==> config.mk <==
export PLATFORM = sky130hd
export DESIGN_NAME = ram_arbiter
export DESIGN_NICKNAME = d
export VERILOG_FILES = /design/src/rtl/ram_arbiter_pkg.sv /design/src/rtl/ram_arb_grant.sv /design/src/rtl/ram_arbiter.sv
export SDC_FILE = /design/constraint.sdc
export NUM_CORES = 1
export LEC_CHECK = 0
export BUFFER_PORTS_ARGS = -buffer_cell sky130_fd_sc_hd__buf_2
export CAP_MARGIN = 20
export CORE_AREA = 2 2 105 107
export DETAILED_ROUTE_END_ITERATION = 10
export DIE_AREA = 0 0 107 109
export GPL_ROUTABILITY_DRIVEN = 0
export MAX_ROUTING_LAYER = met4
export PLACE_DENSITY = 0.74
export SYNTH_ARGS = -nofsm -noshare
export SYNTH_HDL_FRONTEND = slang
export SYNTH_SLANG_ARGS = --single-unit
==> constraint.sdc <==
create_clock -name clk -period 7.8 [get_ports clk]
set_clock_uncertainty 0.05 [all_clocks]
set_input_delay 1.17 -clock clk [delete_from_list [all_inputs] [get_ports clk]]
set_output_delay 1.17 -clock clk [all_outputs]
set_load 0.02 [all_outputs]
==> src/rtl/ram_arbiter_pkg.sv <==
// Shared types and constants for the IFU/LSU single-port RAM arbiter.
package ram_arbiter_pkg;

  // Requester identity; LSU is the reset value of the last-grant tracker
  typedef enum logic {
    ARB_IFU = 1'b0,
    ARB_LSU = 1'b1
  } arb_port_e;

  // Implicit response pipeline state: RESP means a response returns this cycle
  typedef enum logic {
    ST_IDLE = 1'b0,
    ST_RESP = 1'b1
  } arb_state_e;

  // Default number of blocked IFU cycles before fixed-priority mode forces an IFU grant
  localparam int unsigned ARB_MAX_WAIT = 8;

endpackage : ram_arbiter_pkg

==> src/rtl/ram_arb_grant.sv <==
// Combinational grant decision for the two RAM requesters.
module ram_arb_grant
  import ram_arbiter_pkg::*;
#(
  parameter bit          RR_EN    = 1'b1,
  parameter int unsigned MAX_WAIT = ARB_MAX_WAIT,
  parameter int unsigned CW       = 4
) (
  input  logic          m0_valid_i,
  input  logic          m1_valid_i,
  input  arb_port_e     last_grant_i,
  input  logic [CW-1:0] starve_cnt_i,
  output logic          gnt0_o,
  output logic          gnt1_o
);

  // Pick at most one requester; conflicts resolve by round-robin or LSU priority with starvation escape
  always_comb begin
    gnt0_o = 1'b0;
    gnt1_o = 1'b0;
    if (m0_valid_i && m1_valid_i) begin
      if (RR_EN) begin
        if (last_grant_i == ARB_LSU) begin
          gnt0_o = 1'b1;
        end else begin
          gnt1_o = 1'b1;
        end
      end else begin
        if (starve_cnt_i == CW'(MAX_WAIT)) begin
          gnt0_o = 1'b1;
        end else begin
          gnt1_o = 1'b1;
        end
      end
    end else if (m0_valid_i) begin
      gnt0_o = 1'b1;
    end else if (m1_valid_i) begin
      gnt1_o = 1'b1;
    end else begin
      gnt0_o = 1'b0;
      gnt1_o = 1'b0;
    end
  end

endmodule : ram_arb_grant

==> src/rtl/ram_arbiter.sv <==
// Shares one single-port RAM between instruction fetch (port 0) and load/store (port 1).
// One access issues per cycle; read data comes back on the owning port one cycle later.
module ram_arbiter
  import ram_arbiter_pkg::*;
#(
  parameter int unsigned AW       = 32,
  parameter int unsigned DW       = 32,
  parameter int unsigned MW       = 4,
  parameter bit          RR_EN    = 1'b1,
  parameter int unsigned MAX_WAIT = ARB_MAX_WAIT
) (
  input  logic          clk,
  input  logic          rst,
  input  logic          m0_valid,
  output logic          m0_ready,
  input  logic [AW-1:0] m0_addr,
  output logic          m0_rsp_vld,
  output logic [DW-1:0] m0_rdata,
  input  logic          m1_valid,
  output logic          m1_ready,
  input  logic [AW-1:0] m1_addr,
  input  logic          m1_we,
  input  logic [MW-1:0] m1_wem,
  input  logic [DW-1:0] m1_wdata,
  output logic          m1_rsp_vld,
  output logic [DW-1:0] m1_rdata,
  output logic          ram_cs,
  output logic          ram_we,
  output logic [MW-1:0] ram_wem,
  output logic [AW-1:0] ram_addr,
  output logic [DW-1:0] ram_din,
  input  logic [DW-1:0] ram_dout
);

  localparam int unsigned CW = $clog2(MAX_WAIT + 1);

  logic          gnt0_s;
  logic          gnt1_s;
  logic          m0_fire_s;
  logic          m1_fire_s;
  logic          fire_s;

  arb_state_e    state_q,      state_d;
  arb_port_e     last_grant_q, last_grant_d;
  arb_port_e     pend_owner_q, pend_owner_d;
  logic          pend_wr_q,    pend_wr_d;
  logic [CW-1:0] starve_cnt_q, starve_cnt_d;
  logic [AW-1:0] addr_q,       addr_d;
  logic [DW-1:0] din_q,        din_d;

  ram_arb_grant #(
    .RR_EN    (RR_EN),
    .MAX_WAIT (MAX_WAIT),
    .CW       (CW)
  ) u_grant (
    .m0_valid_i   (m0_valid),
    .m1_valid_i   (m1_valid),
    .last_grant_i (last_grant_q),
    .starve_cnt_i (starve_cnt_q),
    .gnt0_o       (gnt0_s),
    .gnt1_o       (gnt1_s)
  );

  // Qualify the grant with reset so nothing can issue while rst is held
  always_comb begin
    m0_ready = gnt0_s & ~rst;
    m1_ready = gnt1_s & ~rst;
  end

  assign m0_fire_s = m0_valid & m0_ready;
  assign m1_fire_s = m1_valid & m1_ready;
  assign fire_s    = m0_fire_s | m1_fire_s;

  // Steer the granted request onto the RAM pins; address and data hold when idle
  always_comb begin
    ram_cs  = fire_s;
    ram_we  = m1_fire_s & m1_we;
    ram_wem = {MW{1'b0}};
    ram_addr = addr_q;
    ram_din  = din_q;
    if (m0_fire_s) begin
      ram_addr = m0_addr;
    end else if (m1_fire_s) begin
      ram_addr = m1_addr;
      ram_wem  = m1_wem;
      ram_din  = m1_wdata;
    end else begin
      ram_addr = addr_q;
    end
  end

  // Route the RAM output to whichever port issued last cycle; writes ack with zero data
  always_comb begin
    m0_rsp_vld = 1'b0;
    m1_rsp_vld = 1'b0;
    m0_rdata   = {DW{1'b0}};
    m1_rdata   = {DW{1'b0}};
    if (state_q == ST_RESP) begin
      if (pend_owner_q == ARB_IFU) begin
        m0_rsp_vld = 1'b1;
        m0_rdata   = pend_wr_q ? {DW{1'b0}} : ram_dout;
      end else begin
        m1_rsp_vld = 1'b1;
        m1_rdata   = pend_wr_q ? {DW{1'b0}} : ram_dout;
      end
    end else begin
      m0_rsp_vld = 1'b0;
      m1_rsp_vld = 1'b0;
    end
  end

  // Next-state: response pipeline, fairness tracking and held RAM address/data
  always_comb begin
    state_d      = state_q;
    last_grant_d = last_grant_q;
    pend_owner_d = pend_owner_q;
    pend_wr_d    = pend_wr_q;
    starve_cnt_d = starve_cnt_q;
    addr_d       = ram_addr;
    din_d        = ram_din;

    case (state_q)
      ST_IDLE: state_d = fire_s ? ST_RESP : ST_IDLE;
      ST_RESP: state_d = fire_s ? ST_RESP : ST_IDLE;
      default: state_d = ST_IDLE;
    endcase

    if (fire_s) begin
      last_grant_d = m0_fire_s ? ARB_IFU : ARB_LSU;
      pend_owner_d = m0_fire_s ? ARB_IFU : ARB_LSU;
      pend_wr_d    = m1_fire_s & m1_we;
    end else begin
      last_grant_d = last_grant_q;
    end

    if (m0_fire_s) begin
      starve_cnt_d = {CW{1'b0}};
    end else if (m0_valid && (starve_cnt_q != CW'(MAX_WAIT))) begin
      starve_cnt_d = starve_cnt_q + CW'(1);
    end else begin
      starve_cnt_d = starve_cnt_q;
    end
  end

  // State registers; reset drops any in-flight response
  always_ff @(posedge clk or posedge rst) begin
    if (rst) begin
      state_q      <= ST_IDLE;
      last_grant_q <= ARB_LSU;
      pend_owner_q <= ARB_IFU;
      pend_wr_q    <= 1'b0;
      starve_cnt_q <= {CW{1'b0}};
      addr_q       <= {AW{1'b0}};
      din_q        <= {DW{1'b0}};
    end else begin
      state_q      <= state_d;
      last_grant_q <= last_grant_d;
      pend_owner_q <= pend_owner_d;
      pend_wr_q    <= pend_wr_d;
      starve_cnt_q <= starve_cnt_d;
      addr_q       <= addr_d;
      din_q        <= din_d;
    end
  end

endmodule : ram_arbiter
After elaboration in Yosys (flattened, before gate mapping)
Index checks and enable logic that the tools add are counted.
- flip-flop bits (word level): 68
- mux-type cells: 24
- reductions and logical operators: 1
- bitwise logic cells: 7
- operators by type and width (cell ; count):
    32-bit 2-to-1 mux ; 9
    1-bit 2-to-1 mux ; 13
    4-bit 2-to-1 mux ; 2
    1-bit AND ; 5
    1-bit logical AND ; 1
    1-bit NOT ; 1
    1-bit OR ; 1

Logic depth before layout (Yosys ltp)
- word-level depth: 7
- gate-level depth with buffers: 4
- gate-level depth less buffers: 3

Cells and area by module
A second synthesis with hierarchy kept.
- cells, all modules: 373
- area, all modules: 3738.6 sq um
- modules (own cells, without submodules) (module ; cells each ; times used ; area an instance (sq um)):
    ram_arbiter ; 370 ; 1 ; 3719.8
    ram_arb_grant ; 3 ; 1 ; 18.8

Worst setup path before layout
Ideal clock, no wire load.
- path type: input port to output port
- start point: input rst
- end point: output ram_addr[22]
- slack: 2.816 ns
- path buffers: 1
- arrival time: 3.764 ns
- cell stages on the path: 4
- cells stage by stage: inv_1 -> o211a_1 -> buf_1 -> a221o_1
- elaborated cells between the ends (all ways): 7
- those cells by class: mux: 2; bitwise: 5
- RTL lines (what ; line ; RTL):
    start, declared ; ram_arbiter.sv:13 ; input logic rst,
    1-bit NOT ; ram_arbiter.sv:66 ; m0_ready = gnt0_s & ~rst;
    1-bit AND ; ram_arbiter.sv:66 ;
    net m0_ready ; ram_arbiter.sv:15 ; output logic m0_ready,
    1-bit AND ; ram_arbiter.sv:70 ; assign m0_fire_s = m0_valid & m0_ready;
    32-bit 2-to-1 mux ; ram_arbiter.sv:81 ; if (m0_fire_s) begin
    end, declared ; ram_arbiter.sv:30 ; output logic [AW-1:0] ram_addr,
The timed path passes the listed nets, and every way through them passes these cells.

Final worst setup path
- start point: input rst
- end point: output ram_din[3]
- longest elaborated chain between the ends: 5
- elaborated cells between the ends (all ways): 7
- those cells by class: mux: 2; bitwise: 5
- ends and longest elaborated chain (what ; line ; RTL):
    1-bit NOT * ; ram_arbiter.sv:66, ram_arbiter.sv:67 ;
    1-bit AND ; ram_arbiter.sv:67 ; m1_ready = gnt1_s & ~rst;
    1-bit AND ; ram_arbiter.sv:71 ; assign m1_fire_s = m1_valid & m1_ready;
    32-bit 2-to-1 mux ; ram_arbiter.sv:83 ; end else if (m1_fire_s) begin
    32-bit 2-to-1 mux * ; ram_arbiter.sv:81 ;
    end, declared ; ram_arbiter.sv:31 ; output logic [DW-1:0] ram_din,
Mark *: on every way between the ends. The rest lies on a longest branch, timed or not.

==> results.md <==
* Post-detailed-routing wire length at 10100 µm
* Global-route track usage on met3 at 3.65%
* Sequential fraction of the synthesis area at 52.6%
* Buffers inserted during post-CTS setup optimization at 0
* Clock tree from TritonCTS: yes
* First drt pass iteration count at 4
* Power density over the cells at 217 nW/µm²
* Htree depth at 3
* Total overflow reported by the global router at 0
* Worst min-delay path startpoint: din_q[11]
* Final setup violation count at 0
* Outcome: finished clean
* Share of layout cells above drive strength 1 at 57.1%
* Per-cell routed wire length at 14.2 µm
* Pleak at 2.72 nW
* Initial antenna violation count at 0
* Worst Hold Path Cells at 1
* Final #Nets at around 700
* Worst Hold End: din_q[11]
* Clock latency of the later-clocked register in the worst-skew pair at around 0.34 ns
* R2r setup slk at 5.88 ns
* Area overhead of the layout relative to synthesis at 51.5%
* Total count of hold-check failures in the final report at 0
* Post-synthesis net count at 438
* Max Fclk at 0.249 GHz
* Number of fill cells at 1014
* Buffer type at the clock tree root: clkbuf_8
* Cell count after synthesis at 301
* Critical path type: in2out
* Critical path capture point type: output pin
* Starting utilization of the core area at 30.5%
* Number of remaining DRC errors at 0
* Max-cap viol count at 0
* Number of top-level pins at 275
* Minimum period implied by the final worst setup slack at 4.02 ns
* Crit-path cells: buf_2 -> a211oi_4 -> buf_4 -> mux2_2 -> buf_2
* Met1 track utilization from global routing at 19.3%
* Portion of the clock cycle consumed by the worst path in the final layout at 51.5%
* Number of storage elements in the synthesis netlist at 68
* CP startpoint kind: primary input
* Number of port buffers at 274
* CP max-delay cell: buf_4
* Total design power at 1.06 mW
* Vias per cell at 4.60
* Max-slew violation total from the final report at 0
* Pin count of the biggest net entering global routing at 74
* 1st-iter DRT viols at 148
* Number of instances resized during post-cts repair at 0
* Worst Setup Slack post-DPL at 3.80 ns
* Global Route met2 Usage at a little under 30%
* Aggregate negative setup slack at 0 ns
* Count of cell types in the netlist at 18
* Clock buffer depth at 2
* Slew of the pin with the lowest slew margin at 1.15 ns
* Number of standard-cell rows in the floorplan at 38
* Worst Setup Slack, final at 3.79 ns
* Worst Path Arrival at between 2 and 3 ns
* Half-perimeter wire length after detailed placement at 7640 µm
* Worst vdd rail ir drop at 0.000110 V
* Final Hold Slack at 0.431 ns
* Top cell by count, worst path: buf_2
* Area inside the core boundary at 10600 µm²
* Worst reg2reg path endpoint: din_q[2]
* Number of warning messages in the yosys log at 0
* All-layer global routing usage at 16.9%
* Area enclosed by the die boundary at 11700 µm²
* Cell area after synthesis at 3240 µm²
* Reg clk slew, reported paths at 0.07 ns
* Vias in the first global route at 3039
* Setup repair after global routing missed its margin: false
* Antenna cells at 0
* Via Count at 3269
* Count of clock tree sinks at 68
* WP buf/inv at 3
* Final ANT Viol Nets at 0
* GR peak layer: met2
* Worst R2R Path Depth at 3
* Cts bufs inserted at 9
* Wire length of the first global-routing pass at 14800 µm
* Floorplan die height at 109 µm
* Critical Path Fanout Max at 73
* Die boundary width at 107 µm
* Worst min-delay path category: reg2reg
* Worst slew margin relative to its limit at a little under a quarter
* Number of hold-repair buffers added at the cts stage at 0
* Crit-path max cell delay at 0.68 ns
* Top cell family by delay on the critical path: buffers and inverters
* Mean area per synthesized cell at 10.8 µm²
* Data required time at the worst endpoint at roughly 6.6 ns
* Source of the worst register-to-register timing path: last_grant_q
-- cells in the final DEF (no fill, tap or decap), types with 2 or more instances in the layout --
| master | count |
|---|---|
| dfrtp_1 | 67 |
| a221o_1 | 32 |
| buf_4 | 3 |
| nor2_1 | 64 |
| mux2_2 | 29 |
| and2_1 | 37 |
| a21o_1 | 2 |
| buf_2 | 274 |
| nand2b_1 | 33 |
| clkinv_4 | 2 |
| mux2_1 | 3 |
| inv_1 | 4 |
| clkbuf_8 | 10 |
| clkinvlp_4 | 3 |
-- synth_stat cells --
cell type / n / area [µm²]
buf_1: 1 / 3.75
nand2_1: 1 / 3.75
dfrtp_1: 67 / 1680
buf_2: 4 / 20.0
and2_1: 37 / 231
clkbuf_1: 18 / 67.6
a221o_1: 32 / 320
inv_1: 5 / 18.8
nor2_1: 64 / 240
a21o_1: 2 / 15.0
o21bai_1: 1 / 7.51
a211oi_4: 1 / 20.0
mux2_2: 29 / 327
dfstp_2: 1 / 26.3
o211a_1: 1 / 10.0
a22o_1: 1 / 8.76
nand2b_1: 33 / 206
mux2_1: 3 / 33.8
-- registers in the layout, indices dropped and copies added, names as in the netlist --
name,cells
state_q,1
pend_wr_q,1
addr_q,32
din_q,32
pend_owner_q,1
last_grant_q,1
-- logic make-up (layout without fill, tap and decap cells) --
family                 count (synthesis)  after routing  share of synthesized area (%)
and+or+nand+nor                      135            135                           21.1
DFF                                   68             68                           52.6
AOI/OAI and AO/OA                     38             38                           11.8
muxes                                 32             32                           11.1
buffers and inverters                 28            298                           3.40
-- how the worst max path moves through the flow --
stage	start	to	slack, ns	cells past startpoint
final	rst	ram_din[3]	3.79	5
after global routing	m1_valid	ram_addr[1]	3.67	5
after CTS	rst	ram_din[3]	3.79	5
after detailed placement	rst	ram_din[2]	3.80	5
after global placement	rst	ram_din[3]	3.85	5
after floorplan	rst	ram_addr[22]	2.82	4
-- power by group --
| group | switching [mW] | internal [mW] |
|---|---|---|
| clock | 0.145 | 0.126 |
| combinational | 0.217 | 0.146 |
| sequential | 0.0188 | 0.411 |
| total | 0.380 | 0.683 |
-- layout make-up --
type	instances	area, µm²	area share [%]
flip-flops and latches	68	1700	34.7
well taps	140	175	3.57
repair buffers	277	1390	28.4
clock buffers	10	138	2.81
inverters	5	18.8	0.383
clock inverters	6	48.8	0.995
multi-input cells	205	1430	29.1
-- routing by layer --
metal	vias up	routed length, µm
li1	1553	-
met1	1534	4060
met2	171	5230
met3	11	702
met4	0	136
met5	-	0
-- per-stage QoR --
| step | std cells | utilization [%] | area (µm²) |
|---|---|---|---|
| 5_1_grt | 711 | 46.3 | 4900 |
| 2_1_floorplan | 301 | - | 3240 |
| 3_5_place_dp | 695 | 44.5 | 4720 |
| 4_1_cts | 711 | 46.3 | 4900 |
| 3_3_place_gp | 695 | 44.5 | 4720 |
| 6_report | 711 | 46.3 | 4900 |
Power figures use the tool's default switching activity.
